**config.mk**
```make
export PLATFORM = sky130hd
export DESIGN_NAME = dm_load_unit_flat
export DESIGN_NICKNAME = d
export VERILOG_FILES = /design/src/rtl/dm_load_unit_pkg.sv /design/src/rtl/dm_load_unit_if.sv /design/src/rtl/dm_load_unit_load_extract.sv /design/src/rtl/dm_load_unit.sv /design/src/flat_wrapper.sv
export SDC_FILE = /design/constraint.sdc
export NUM_CORES = 1
export LEC_CHECK = 0
export CORE_MARGIN = 10
export CORE_UTILIZATION = 35
export CTS_BUF_LIST = sky130_fd_sc_hd__clkbuf_8
export CTS_CLUSTER_DIAMETER = 50
export DETAILED_ROUTE_END_ITERATION = 10
export PLACE_DENSITY = 0.81
export SLEW_MARGIN = 5
export SYNTH_ARGS = -nofsm -noshare
export SYNTH_HDL_FRONTEND = slang
export SYNTH_SLANG_ARGS = --single-unit
```
**constraint.sdc**
```tcl
create_clock -name clk_i -period 1.85 [get_ports clk_i]
set_clock_uncertainty 0.15 [all_clocks]
set_input_delay 0.185 -clock clk_i [delete_from_list [all_inputs] [get_ports clk_i]]
set_output_delay 0.185 -clock clk_i [all_outputs]
set_load 0.05 [all_outputs]
```
**src/rtl/dm_load_unit_pkg.sv**
```systemverilog
// rtl/dm_load_unit_pkg.sv - shared load-op encodings and exception record states
package dm_load_unit_pkg;

    localparam int XLEN  = 32;
    localparam int REG_W = 5;

    typedef enum logic [2:0] {
        LD_W  = 3'b000,
        LD_HU = 3'b001,
        LD_H  = 3'b010,
        LD_BU = 3'b011,
        LD_B  = 3'b100
    } ld_op_e;

    typedef enum logic {
        REC_CLEAR   = 1'b0,
        REC_PENDING = 1'b1
    } rec_state_e;

    // Encodings 101..111 are not loads and must never reach write-back.
    function automatic logic ld_op_legal(input logic [2:0] op);
        return (op <= 3'b100);
    endfunction

endpackage

```
**src/rtl/dm_load_unit_if.sv**
```systemverilog
// rtl/dm_load_unit_if.sv - MEM-stage load inputs, write-back outputs and exception record
interface dm_load_unit_if;
    import dm_load_unit_pkg::*;

    logic             stall;
    logic             flush;
    logic             ld_valid;
    logic [2:0]       ld_op;
    logic [XLEN-1:0]  DMA;
    logic [XLEN-1:0]  DM;
    logic [XLEN-1:0]  PC;
    logic [REG_W-1:0] rd;
    logic             exc_ack;

    logic             wb_we;
    logic [REG_W-1:0] wb_rd;
    logic [XLEN-1:0]  wb_data;
    logic             exc_pend;
    logic [XLEN-1:0]  exc_epc;
    logic [XLEN-1:0]  exc_badvaddr;

    modport master (
        output stall, flush, ld_valid, ld_op, DMA, DM, PC, rd, exc_ack,
        input  wb_we, wb_rd, wb_data, exc_pend, exc_epc, exc_badvaddr
    );

    modport slave (
        input  stall, flush, ld_valid, ld_op, DMA, DM, PC, rd, exc_ack,
        output wb_we, wb_rd, wb_data, exc_pend, exc_epc, exc_badvaddr
    );

endinterface

```
**src/rtl/dm_load_unit_load_extract.sv**
```systemverilog
// rtl/dm_load_unit_load_extract.sv - combinational lane select, extension and alignment check
module load_extract
    import dm_load_unit_pkg::*;
(
    input  logic [2:0]      ld_op_i,
    input  logic [1:0]      addr_i,
    input  logic [XLEN-1:0] dm_i,
    output logic [XLEN-1:0] data_o,
    output logic            misaligned_o
);

    logic [15:0] half_sel;
    logic [7:0]  byte_sel;

    always_comb begin
        half_sel = addr_i[1] ? dm_i[31:16] : dm_i[15:0];

        case (addr_i)
            2'b00:   byte_sel = dm_i[7:0];
            2'b01:   byte_sel = dm_i[15:8];
            2'b10:   byte_sel = dm_i[23:16];
            default: byte_sel = dm_i[31:24];
        endcase

        data_o       = '0;
        misaligned_o = 1'b0;
        case (ld_op_i)
            LD_W: begin
                data_o       = dm_i;
                misaligned_o = (addr_i != 2'b00);
            end
            LD_HU: begin
                data_o       = {16'h0000, half_sel};
                misaligned_o = addr_i[0];
            end
            LD_H: begin
                data_o       = {{16{half_sel[15]}}, half_sel};
                misaligned_o = addr_i[0];
            end
            LD_BU:   data_o = {24'h000000, byte_sel};
            LD_B:    data_o = {{24{byte_sel[7]}}, byte_sel};
            default: ;
        endcase
    end

endmodule

```
**src/rtl/dm_load_unit.sv**
```systemverilog
// rtl/dm_load_unit.sv - MEM/WB load register with stall/flush and sticky address-error record
module dm_load_unit
    import dm_load_unit_pkg::*;
(
    input  logic         clk_i,
    input  logic         reset_i,
    dm_load_unit_if.slave bus
);

    logic [XLEN-1:0]  ext_data;
    logic             ext_misaligned;
    logic             accept;
    logic             load_ok;
    logic             fault;

    logic             wb_we_q,   wb_we_d;
    logic [REG_W-1:0] wb_rd_q,   wb_rd_d;
    logic [XLEN-1:0]  wb_data_q, wb_data_d;

    rec_state_e       state_q;
    logic [XLEN-1:0]  epc_q;
    logic [XLEN-1:0]  badvaddr_q;

    load_extract u_extract (
        .ld_op_i      (bus.ld_op),
        .addr_i       (bus.DMA[1:0]),
        .dm_i         (bus.DM),
        .data_o       (ext_data),
        .misaligned_o (ext_misaligned)
    );

    assign accept  = bus.ld_valid && ld_op_legal(bus.ld_op) && !bus.stall && !bus.flush;
    assign load_ok = accept && !ext_misaligned;
    assign fault   = accept && ext_misaligned;

    // Flush beats stall; anything other than a clean accept becomes a bubble.
    always_comb begin
        wb_we_d   = wb_we_q;
        wb_rd_d   = wb_rd_q;
        wb_data_d = wb_data_q;
        if (bus.flush || !bus.stall) begin
            wb_we_d   = load_ok;
            wb_rd_d   = load_ok ? bus.rd : '0;
            wb_data_d = load_ok ? ext_data : '0;
        end
    end

    always_ff @(posedge clk_i) begin
        if (reset_i) begin
            wb_we_q   <= 1'b0;
            wb_rd_q   <= '0;
            wb_data_q <= '0;
        end else begin
            wb_we_q   <= wb_we_d;
            wb_rd_q   <= wb_rd_d;
            wb_data_q <= wb_data_d;
        end
    end

    // A fault arriving with the acknowledge replaces the record rather than being lost.
    always_ff @(posedge clk_i) begin
        if (reset_i) begin
            state_q    <= REC_CLEAR;
            epc_q      <= '0;
            badvaddr_q <= '0;
        end else begin
            case (state_q)
                REC_CLEAR: begin
                    if (fault) begin
                        state_q    <= REC_PENDING;
                        epc_q      <= bus.PC;
                        badvaddr_q <= bus.DMA;
                    end
                end
                REC_PENDING: begin
                    if (bus.exc_ack) begin
                        if (fault) begin
                            epc_q      <= bus.PC;
                            badvaddr_q <= bus.DMA;
                        end else begin
                            state_q <= REC_CLEAR;
                        end
                    end
                end
                default: state_q <= REC_CLEAR;
            endcase
        end
    end

    assign bus.wb_we        = wb_we_q;
    assign bus.wb_rd        = wb_rd_q;
    assign bus.wb_data      = wb_data_q;
    assign bus.exc_pend     = (state_q == REC_PENDING);
    assign bus.exc_epc      = epc_q;
    assign bus.exc_badvaddr = badvaddr_q;

endmodule

```
**src/flat_wrapper.sv**
```systemverilog
// flat-port wrapper written by rule: the top's interface ports become plain ports
module dm_load_unit_flat import dm_load_unit_pkg::*;
  (clk_i, reset_i, bus_stall, bus_flush, bus_ld_valid, bus_ld_op, bus_DMA, bus_DM, bus_PC, bus_rd, bus_exc_ack, bus_wb_we, bus_wb_rd, bus_wb_data, bus_exc_pend, bus_exc_epc, bus_exc_badvaddr);
  dm_load_unit_if bus_i ();
  input  logic clk_i;
  input  logic reset_i;
  input wire logic [$bits(bus_i.stall)-1:0] bus_stall;
  input wire logic [$bits(bus_i.flush)-1:0] bus_flush;
  input wire logic [$bits(bus_i.ld_valid)-1:0] bus_ld_valid;
  input wire logic [$bits(bus_i.ld_op)-1:0] bus_ld_op;
  input wire logic [$bits(bus_i.DMA)-1:0] bus_DMA;
  input wire logic [$bits(bus_i.DM)-1:0] bus_DM;
  input wire logic [$bits(bus_i.PC)-1:0] bus_PC;
  input wire logic [$bits(bus_i.rd)-1:0] bus_rd;
  input wire logic [$bits(bus_i.exc_ack)-1:0] bus_exc_ack;
  output wire logic [$bits(bus_i.wb_we)-1:0] bus_wb_we;
  output wire logic [$bits(bus_i.wb_rd)-1:0] bus_wb_rd;
  output wire logic [$bits(bus_i.wb_data)-1:0] bus_wb_data;
  output wire logic [$bits(bus_i.exc_pend)-1:0] bus_exc_pend;
  output wire logic [$bits(bus_i.exc_epc)-1:0] bus_exc_epc;
  output wire logic [$bits(bus_i.exc_badvaddr)-1:0] bus_exc_badvaddr;
  assign bus_i.stall = bus_stall;
  assign bus_i.flush = bus_flush;
  assign bus_i.ld_valid = bus_ld_valid;
  assign bus_i.ld_op = bus_ld_op;
  assign bus_i.DMA = bus_DMA;
  assign bus_i.DM = bus_DM;
  assign bus_i.PC = bus_PC;
  assign bus_i.rd = bus_rd;
  assign bus_i.exc_ack = bus_exc_ack;
  assign bus_wb_we = bus_i.wb_we;
  assign bus_wb_rd = bus_i.wb_rd;
  assign bus_wb_data = bus_i.wb_data;
  assign bus_exc_pend = bus_i.exc_pend;
  assign bus_exc_epc = bus_i.exc_epc;
  assign bus_exc_badvaddr = bus_i.exc_badvaddr;
  dm_load_unit u_core (.clk_i(clk_i), .reset_i(reset_i), .bus(bus_i));
endmodule
```
==> run summary, run 1 <==
TritonRoute pass-1 iters: 7
Synth Net Count: 620
Hold Crit Class: in2reg
part of the Yosys area used for sequential elements: 41.4%
Slew Viols, Final: 0
Setup TNS Final: 0 ps
Netlist cell types: 38
worst slew pin tran: 540 ps
Power Total: 4.48 mW
WS Path Type: in2reg
CP startpoint kind: input pin
I/O pin count: 213
drt initial violations: 307
Yosys warnings: 0
initial antenna violation count: 0
routability congestion estimate: 0.910
Routed WL: 17,400 um
Final period util: 98.5%
HPWL after detailed placement: 13,200 um
via count of the first global-routing pass: 4,804
residual DRC count: 0
clock latency on the worst-skew pair: 380 ps
clk sinks: 103
Avg Inst Size Synth: 9.77 um2
Max Root-Sink Buffers: 2
peak supply drop: 0.410 mV
Max Freq: 549 MHz
ys flop type: dfxtp_1
Leakage: 3.06 nW
Synth async-reset ratio: 0%
Cell Pwr Density: 580 mW/mm2
H-tree Lvls: 3
Total Routing Usage GR: 16.5%
first-pass GRT wire length: 26,300 um
register area: 0.00206 mm2
maxcap violations: 0
Filler cells: 1,236
Clk pin slew, worst setup/hold paths: 110 ps
Setup Viol. Count Final: 0
largest net degree at the start of global routing: 77
status: complete, no violations
GRT overflow: 0
Mapped Cells: 510
port bufs: 212
Layout Utilization: 55.4%
Post-synth EDFFs: 0
RSZ-0062 raised after global routing: false
worst-path fanout max: 9
Crit path largest cell delay: 400 ps
most frequent cells in the layout: 130 x nand2b_1, 122 x buf_4, 103 x clkdlybuf4s50_1, 103 x dfxtp_1, 64 x mux2i_1
vias post-DR: 4,724
ratio of cells with drive above 1 in the final layout: 25.0%
row cnt: 43
Worst EP arrival: 1980 ps
Initial Utilization: 35.7%
clock root cell: clkbuf_8
Critical path buffers and inverters: 3
Die Y: 139 um
most common cell after layout, fill and taps aside: nand2b_1
post-DR vias/cell: 5.04
crit-path leading delay family: buffers and inverters
WL/cell: 18.5 um
CTS tree: built
die footprint: 0.0194 mm2
Post-Syn Area: 0.00498 mm2
endpoint type of the worst setup path: flip-flop
Multi-input gate area: 0.00268 mm2
core area: 0.0139 mm2
Worst Path Required: 2010 ps
Yosys reg bits: 103
Num CTS Buffers: 9
fin crit period: 1820 ps
worst-path cell chain: dlygate4sd2_1 > or2_4 > a2111oi_4 > and3b_4 > buf_12 > clkbuf_16 > mux2i_1
worst reg2reg setup slack: 440 ps
Layout area overhead: 54.9%
Critical-path top delay cell: a2111oi_4
# hold bufs at CTS: 0
Final Hold Vio Count: 0
relative slew slack: 64.2%
Nets: 862
die width: 139 um
antenna-violating nets left: 0
## state kept, by name, summed over array words and instances (netlist names)
| signal | count |
|---|---|
| u_core.bus.exc_badvaddr | 32 |
| u_core.bus.exc_epc | 32 |
| u_core.bus.wb_data | 32 |
| u_core.bus.wb_rd | 5 |
| u_core.bus.exc_pend | 1 |
| u_core.bus.wb_we | 1 |
## final cells by class
class                           instances  share of cell area [%]
Inverter                                2                   0.146
Clock inverter                          7                   0.843
Antenna cell                            1                  0.0324
Clock buffer                            9                    1.61
Sequential cell                       103                    26.7
Multi-Input combinational cell        360                    34.7
Timing Repair Buffer                  276                    33.0
Tap cell                              180                    2.92
## where the power goes
| part | leakage [nW] | switching, mW | internal [mW] | total (mW) |
|---|---|---|---|---|
| Sequential | 0.830 | 0.0123 | 2.24 | 2.25 |
| Combinational | 2.13 | 0.374 | 0.478 | 0.853 |
| Clock | 0.0943 | 0.856 | 0.522 | 1.38 |
| Total | 3.06 | 1.24 | 3.24 | 4.48 |
## through the flow
step                      hold WS [ps]  worst slack [ps]  std cells  cell area (um2)
after floorplan                    188              -112        510             5000
after global placement             295              -433        914             7350
after detailed placement           302              -537        914             7350
after CTS                         96.9             -2.73        930             7510
after global routing               111              7.41        937             7710
final                              102              28.0        938             7720
## final timing paths
path                           from                     end  depth (start not counted)
max                    bus_ld_op[0]  u_core.bus.exc_epc[21]                          7
min                         reset_i   u_core.bus.wb_data[1]                          2
max reg2reg     u_core.bus.exc_pend  u_core.bus.exc_epc[21]                          5
min reg2reg  u_core.bus.wb_data[19]  u_core.bus.wb_data[19]                          2
## cell usage after synthesis, drive strengths merged (6+ instances only)
library cell	n	share of area (%)
mux2i	65	13
dfxtp	103	41
a222oi	15	3.0
clkbuf	34	2.6
o21ai	17	1.7
nor2	6	0.45
a221oi	15	2.6
a21oi	21	2.1
mux4	8	3.6
nand2	43	3.3
nand2b	130	16
or2	16	2.1
buf	11	3.3
## cell families (layout without fill, tap and decap cells)
| logic type | Yosys count | in the layout | synth area share [%] |
|---|---|---|---|
| muxes | 74 | 74 | 16.9 |
| other | 0 | 1 | 0 |
| xor gates and xnor gates | 1 | 1 | 0.176 |
| AOI/OAI and AO/OA | 80 | 80 | 11.8 |
| and+or+nand+nor | 205 | 205 | 23.7 |
| DFF | 103 | 103 | 41.4 |
| buffers and inverters | 47 | 294 | 6.08 |
## worst reg2reg max path: stages, from the launching register on
cell and delay [ps]:
dfxtp_1 330, nand2b_1 80, and3b_4 210, buf_12 160
clkbuf_16 180, mux2i_1 230
## layer usage
metal / up-vias / track usage, % / part of all wire [%]
met4: 0 / 5.49 / 2.6
li1: 2256 / - / -
met5: - / 0 / 0
met3: 28 / 6.84 / 8.8
met1: 2246 / 17.9 / 38
met2: 194 / 28.3 / 51
## what timing repair did
| item | CTS | global route |
|---|---|---|
| gates resized for setup | 36 | 16 |
| setup buffers | 0 | 3 |
| cloned | 0 | 4 |
| endpoints found under the setup margin | 84 | 80 |
| pin swaps | 0 | 4 |
No activity file was read; power rests on OpenSTA's default activity.
==> run 2, diff against run 1 <==
--- a/config.mk
+++ b/config.mk
@@ -5,13 +5,17 @@
 export SDC_FILE = /design/constraint.sdc
 export NUM_CORES = 1
 export LEC_CHECK = 0
+export CELL_PAD_IN_SITES_DETAIL_PLACEMENT = 1
+export CELL_PAD_IN_SITES_GLOBAL_PLACEMENT = 2
 export CORE_MARGIN = 10
-export CORE_UTILIZATION = 35
+export CORE_UTILIZATION = 23
 export CTS_BUF_LIST = sky130_fd_sc_hd__clkbuf_8
 export CTS_CLUSTER_DIAMETER = 50
 export DETAILED_ROUTE_END_ITERATION = 10
-export PLACE_DENSITY = 0.81
+export HOLD_SLACK_MARGIN = 0.12
+export PLACE_DENSITY = 0.88
 export SLEW_MARGIN = 5
 export SYNTH_ARGS = -nofsm -noshare
 export SYNTH_HDL_FRONTEND = slang
+export SYNTH_HIERARCHICAL = 1
 export SYNTH_SLANG_ARGS = --single-unit
==> run summary, run 2 <==
Worst Setup SP: bus_DM[31]
endpoint type of the worst setup path: flip-flop
most common cell after layout, fill and taps aside: buf_4
fin crit period: 1790 ps
core area: 0.0219 mm2
Clk pwr share: 31.5%
WHS Path Cells: 4
crit-path leading delay family: buffers and inverters
Worst Path Required: 1980 ps
Top Layer Used: met4
part of the Yosys area used for sequential elements: 40.2%
I/O pin count: 213
FF-to-FF path depth: 4
Critical path buffers and inverters: 2
Synth async-reset ratio: 0%
Leakage: 3.14 nW
die width: 169 um
Nets: 879
Yosys warnings: 6
largest cells by area after synthesis: dfxtp_1 40%, nand2b_1 16%, mux2i_1 14%
ys flop type: dfxtp_1
Hold Crit Start: bus_DMA[1]
routability congestion estimate: 0.867
WL/cell: 19.2 um
Num CTS Buffers: 9
Avg Inst Size Synth: 9.66 um2
Filler cells: 2,524
sequential power share: 48.3%
HPWL after detailed placement: 15,500 um
Power Total: 4.66 mW
met3 wire len: 1780 um
Layout area overhead: 54.0%
Total Routing Usage GR: 13.6%
Net Sw Power: 1.41 mW
TritonRoute pass-1 iters: 4
most common cell in the netlist: nand2b_1
Max Freq: 560 MHz
Clk pin slew, worst setup/hold paths: 110 ps
worst-path fanout max: 8
drt initial violations: 183
Final period util: 96.6%
Placed Cells: 1,034
RSZ-0062 raised after global routing: false
CTS tree: built
residual DRC count: 0
Hold Crit Class: in2reg
Post-Syn Area: 0.00513 mm2
switching share of total power: 30.2%
largest net degree at the start of global routing: 63
die footprint: 0.0287 mm2
Synth Net Count: 641
WS Path Type: in2reg
metal1 wirelength: 8840 um
initial antenna violation count: 0
via count of the first global-routing pass: 5,218
GRT overflow: 0
met2 routed wirelength: 9410 um
Cell Pwr Density: 589 mW/mm2
Initial Utilization: 23.4%
clock latency on the worst-skew pair: 380 ps
clk sinks: 103
first-pass GRT wire length: 30,700 um
commonest cells in the netlist: 131 x nand2b_1, 103 x dfxtp_1, 74 x mux2i_1
maxcap violations: 0
Final Hold Vio Count: 0
Post-synth EDFFs: 0
Crit path largest cell delay: 510 ps
Setup Viol. Count Final: 0
clock root cell: clkbuf_8
post-synth top area share: 40.2%
H-tree Lvls: 3
relative slew slack: 65.3%
status: complete, no violations
post-DR vias/cell: 4.60
area leader, netlist: dfxtp_1
worst r2r src: u_core/bus.exc_pend
Worst EP arrival: 1920 ps
Routed WL: 20,200 um
row cnt: 54
CP Depth: 8
CP startpoint kind: input pin
worst slew pin tran: 523 ps
Mapped Cells: 531
Slew Viols, Final: 0
peak supply drop: 0.306 mV
most frequent cells in the layout: 133 x buf_4, 131 x nand2b_1, 104 x clkdlybuf4s50_1, 103 x dfxtp_1, 73 x mux2i_1
antenna-violating nets left: 0
cell internal pwr: 3.25 mW
Netlist cell types: 31
Max Root-Sink Buffers: 2
Critical-path top delay cell: mux4_2
Multi-input gate area: 0.00279 mm2
vias post-DR: 4,852
non-filler cells, final: 1,054
Die Y: 169 um
Comb pwr share: 20.2%
register area: 0.00206 mm2
worst-path cell chain: clkdlybuf4s50_1 > mux4_2 > nand3_2 > or2_4 > buf_12 > o21ai_2 > a32oi_1 > nor2_1
ratio of cells with drive above 1 in the final layout: 26.2%
port bufs: 212
Diodes inserted: 0
Yosys reg bits: 103
-- run 2: worst reg2reg max path, cell delays in order, from the launching register on --
cell and delay [ps]:
dfxtp_1 350, nand2b_1 130, and3_4 300, buf_12 210
mux2i_1 220
-- run 2: worst paths after layout --
path                                                     to  slack (ps)
worst min-delay path             u_core/bus.exc_badvaddr[1]         150
worst max-delay path                  u_core/bus.wb_data[9]          60
worst max register to register       u_core/bus.exc_epc[12]         430
worst min register to register  u_core/bus.exc_badvaddr[11]         330
-- run 2: cells by family after synthesis --
family	after synthesis	synth area share (%)
flops	103	40.2
simple gates	192	21.3
compound gates	99	14.2
mux	82	18.1
buf+inv	55	6.19
-- run 2: per-layer routing --
metal | vias to the layer above | GRT usage [%]
li1 | 2317 | -
met1 | 2353 | 16.4
met2 | 170 | 21.9
met3 | 12 | 5.47
met4 | 0 | 3.45
met5 | - | 0
-- run 2: layout make-up --
| class | count | share of cell area [%] |
|---|---|---|
| clock buffers | 9 | 1.57 |
| clock inverters | 7 | 0.776 |
| inverters | 9 | 0.428 |
| multi-input cells | 373 | 35.4 |
| flip-flops and latches | 103 | 26.1 |
| well taps | 280 | 4.43 |
| repair buffers | 273 | 31.3 |
-- run 2: per-stage QoR --
step	setup slack (ps)	util (%)	area, um2	setup TNS [ps]	hold WS (ps)
after floorplan	102	-	5130	0	190
after global placement	-583	35.1	7670	-54300	309
after detailed placement	-558	35.1	7670	-51520	318
after CTS	10.9	36.0	7890	0	126
after global routing	17.8	36.1	7900	0	149
final	63.7	36.1	7900	0	146
-- run 2: timing repair --
| action | CTS | global route |
|---|---|---|
| endpoints found under the hold margin | 12 | 0 |
| pin swaps | 1 | 1 |
| hold buffers | 1 | 0 |
| setup buffers | 1 | 0 |
| resized for setup | 27 | 4 |
| endpoints found under the setup margin | 117 | 31 |
| gates cloned | 2 | 0 |
-- run 2: power by group through the flow --
stage / Clock, mW / Combinational, mW / Sequential [mW]
global route: 1.64 / 1.00 / 2.25
detailed placement: 0 / 0.929 / 2.30
CTS: 1.55 / 0.940 / 2.25
floorplan: 0 / 0.368 / 2.37
finish: 1.47 / 0.940 / 2.25
global placement: 0 / 0.922 / 2.30
==> edit 1: new RTL, config.mk and constraints of run 2 <==
Reset style: asynchronous (`reset_i`), changed in 2 clocked blocks.
--- a/src/rtl/dm_load_unit.sv
+++ b/src/rtl/dm_load_unit.sv
@@ -45,7 +45,7 @@
         end
     end
 
-    always_ff @(posedge clk_i) begin
+    always_ff @(posedge clk_i or posedge reset_i) begin
         if (reset_i) begin
             wb_we_q   <= 1'b0;
             wb_rd_q   <= '0;
@@ -58,7 +58,7 @@
     end
 
     // A fault arriving with the acknowledge replaces the record rather than being lost.
-    always_ff @(posedge clk_i) begin
+    always_ff @(posedge clk_i or posedge reset_i) begin
         if (reset_i) begin
             state_q    <= REC_CLEAR;
             epc_q      <= '0;
Check against the original RTL: differs if reset_i is asserted again (counterexample within 4 cycles, from zero or initial values and one cycle with reset_i high); with reset_i held inactive, the same outputs for 4 cycles.
==> edit 1 against run 2 <==
Worst setup slack lost 0.016 ns. Wire length fell by 9.7%. Cell area down 3.9%. Area after synthesis fell by 7.8%. Global-route usage fell by 0.24 points. Sequential cell count did not move.
Power is not compared: it rests on default switching activity, and its combinational part moved more than twofold at a synthesized area within 25%.
==> edit 1: results <==
set metrics [dict create \
    status "finished, final reports clean" \
    num-multi-input-gates 208 \
    root_buffer "clkbuf_8" \
    critPathMaxFanout 9 \
    post-place-ws_ns -0.6450 \
    clk_latency_ns 0.37 \
    syn_nets 454 \
    pg_comb_mw 2.90 \
    signal_buffers 265 \
    post-place-cells 848 \
    first_global_vias 4549 \
    cts_setup_buffers 4 \
    ys_seq_area_share_pct 54.47 \
    nets 707 \
    async_flop_share_pct 100.0 \
    postCtsResizedCells 17 \
    grt_pass1_wl_um 27240 \
    synthTopCellsByArea "dfrtp_1 54%, mux2_2 14%, a22o_1 6.8%" \
    vias 3869 \
    fill_cells 2158 \
    clock_buffers 10 \
    power_switching_mw 2.818 \
    ys_warn_count 6 \
    routabilityCongestion 0.8009 \
    inv_count 10 \
    grt_start_max_net_pins 66 \
    seq_cells 103 \
    drive_above_1_share_pct 44.85 \
    avgSynthCellArea_um2 13.76 \
    syn_inst 344 \
    synth_compound_area_share_pct 15.42 \
    buffer_area_share_pct 32.65 \
    synth_cell_types 34 \
    tightest_slew_ns 0.5707 \
    seq_area_mm2 0.002577 \
    dp_hpwl_um 13990 \
    max_stage_delay_ns 0.34 \
    final_design_area_no_fill_mm2 0.007596 \
    vdd.ir_drop.worst_mv 0.4467 \
    viasPerCell 4.437 \
    slowest_stage "mux2_2" \
    multi_input_area_share_pct 25.50 \
    synthFlopType "dfrtp_1" \
    drt_iter0_drc 123 \
    placed_area_mm2 0.007206 \
    grtUsageTotal_pct 13.33 \
    wire_per_inst_um 20.94 \
    clock_cell_area_share_pct 2.932 \
    io_buffer_count 212 \
    hp-class "input pin to flop" \
    synthMuxAreaShare_pct 21.71 \
    synthTopCellsByCount "103 x dfrtp_1, 59 x mux2_2, 37 x a22o_1, 22 x o21ai_2, 17 x a21oi_1" \
]
-- edit 1: cell count changes in the layout (fill, tap and decap cells not counted), sizes merged, moves of 37 or more --
cell    delta
a32oi     -37
a22o      +37
dfxtp    -103
nor2      -37
dfrtp    +103
nand2b   -128
mux2      +64
mux2i     -64
-- edit 1: worst paths after layout --
path | from | to | slack [ns] | cells past startpoint
max | bus_DMA[0] | u_core/bus.exc_epc[6] | 0.05 | 8
min | bus_ld_op[1] | u_core/bus.exc_pend | 0.20 | 5
max reg2reg | u_core/bus.exc_pend | u_core/bus.exc_badvaddr[16] | 0.20 | 5
min reg2reg | u_core/bus.wb_we | u_core/bus.wb_we | 0.35 | 1
max in group asynchronous | reset_i | u_core/bus.exc_badvaddr[2] | 0.54 | 4
min in group asynchronous | reset_i | u_core/bus.exc_pend | 0.68 | 4
-- edit 1: per-layer routing --
layer  wire [um]  GRT usage [%]
met5           0              0
met4         390          4.672
met3        1082          4.178
met2       10180          25.06
met1        6601          13.51
==> edit 2: new RTL, settings of run 2 <==
Made on the original files. The package constant `REG_W` goes from 5 to 7.
--- a/src/rtl/dm_load_unit_pkg.sv
+++ b/src/rtl/dm_load_unit_pkg.sv
@@ -2,7 +2,7 @@
 package dm_load_unit_pkg;
 
     localparam int XLEN  = 32;
-    localparam int REG_W = 5;
+    localparam int REG_W = 7;
 
     typedef enum logic [2:0] {
         LD_W  = 3'b000,
Interface: changed (resized bus_rd and bus_wb_rd); port bits go from 213 to 217. No check against the original RTL was run, so the function may have changed too.
==> edit 2 against run 2 <==
Area after synthesis is 1.1% higher. Wire length about the same. Power down 0.30%. Final cell count rose by 1.8%. Cell area rose by 2.5%. Worst setup slack better by 0.013 ns. Count of clock-buffer cells in the layout unchanged. Sequential cell count up 2. Via count is 0.85% lower. Hold slack better by 0.052 ns. Maximum frequency grew 0.73%. Combinational power up 0.9%. Critical path type unchanged.
==> edit 2: results <==
set metrics [dict create \
    seq-power_mw 2.29 \
    post-place-cells 1049 \
    cts_setup_buffers 0 \
    routabilityCongestion 0.8675 \
    relSlewSlack_pct 64.85 \
    drt_iter0_drc 229 \
    synthMuxAreaShare_pct 17.89 \
    postCtsResizedCells 30 \
    syn_nets 649 \
    p_clk_mw 1.40 \
    hold_path_depth 3 \
    post-place-ws_ns -0.5151 \
    cts_hold_buf 1 \
    ys_seq_area_share_pct 40.51 \
    fill_cells 2535 \
    grt_pass1_wl_um 30350 \
    switching_share_pct 29.04 \
    status "finished, final reports clean" \
    grt_start_max_net_pins 66 \
    io_buffer_count 216 \
    nets 899 \
    placed_area_mm2 0.007840 \
    antenna_found_initial 0 \
    p_leak_nw 3.255 \
    wire_per_inst_um 18.84 \
    vias 4811 \
    total_power_mw 4.644 \
    synthTopCellsByArea "dfxtp_1 41%, nand2b_1 16%, mux2i_1 14%" \
    vdd.ir_drop.worst_mv 0.2473 \
    hold_end "u_core/bus.exc_epc[17]" \
    final_design_area_no_fill_mm2 0.008098 \
    fin_cells 1073 \
    hold_ws_ns 0.1980 \
    dp_hpwl_um 15790 \
    r2r_end "u_core/bus.exc_epc[10]" \
    hp-start "bus_PC[17]" \
    synth_cell_types 30 \
    grtUsageTotal_pct 13.51 \
    syn_inst 537 \
    synthTopCellsByCount "131 x nand2b_1, 105 x dfxtp_1, 74 x mux2i_1, 52 x nor2_1, 39 x a32oi_1" \
    drive_above_1_share_pct 25.51 \
    synth_compound_area_share_pct 14.42 \
    clk_pin_slew_ns 0.12 \
    first_global_vias 5087 \
]
==> edit 2: cell count changes after synthesis, sizes merged <==
cell,delta
nor2,+2
clkbuf,+3
dfxtp,+2
a32oi,+2
buf,-3
==> edit 2: cell type report <==
| class | instances | area share (%) |
|---|---|---|
| multi-input cells | 377 | 34.69 |
| repair buffers | 285 | 32.37 |
| flip-flops and latches | 105 | 25.96 |
| well taps | 280 | 4.326 |
| clock buffers | 9 | 1.530 |
| clock inverters | 7 | 0.6799 |
| inverters | 9 | 0.4172 |
| diodes | 1 | 0.03090 |
==> edit 2: metal layers <==
layer / vias to the layer above / wire length (um) / GRT usage (%)
li1: 2376 / - / -
met5: - / 0 / 0
met4: 0 / 406 / 4.844
met3: 21 / 1196 / 3.031
met2: 130 / 10390 / 23.86
met1: 2284 / 8221 / 15.66
==> edit 2: how the worst max path moves through the flow <==
stage | start | end | slack [ns] | cells after the start
floorplan | bus_DMA[0] | u_core/bus.wb_data[16] | 0.10 | 8
global placement | bus_DMA[0] | u_core/bus.wb_data[21] | -0.47 | 8
detailed placement | bus_ld_op[1] | u_core/bus.exc_epc[5] | -0.52 | 8
CTS | bus_DMA[1] | u_core/bus.exc_badvaddr[15] | -0.04 | 7
global route | bus_ld_op[1] | u_core/bus.exc_epc[13] | 0.003 | 9
finish | bus_ld_op[1] | u_core/bus.exc_epc[10] | 0.08 | 8
==> edit 2: critical path: stages <==
cell and delay (ns):
dlygate4sd2_1 0.27, nor2_2 0.13, a22oi_1 0.07, nor2_1 0.18, and4bb_2 0.29, and3_4 0.28, bufbuf_16 0.29, mux2i_1 0.22
==> edit 2: kinds of logic after synthesis <==
family	Yosys count
flip-flops	105
AO/OA/AOI/OAI	101
buffers and inverters	55
AND/OR/NAND/NOR	194
multiplexers	82
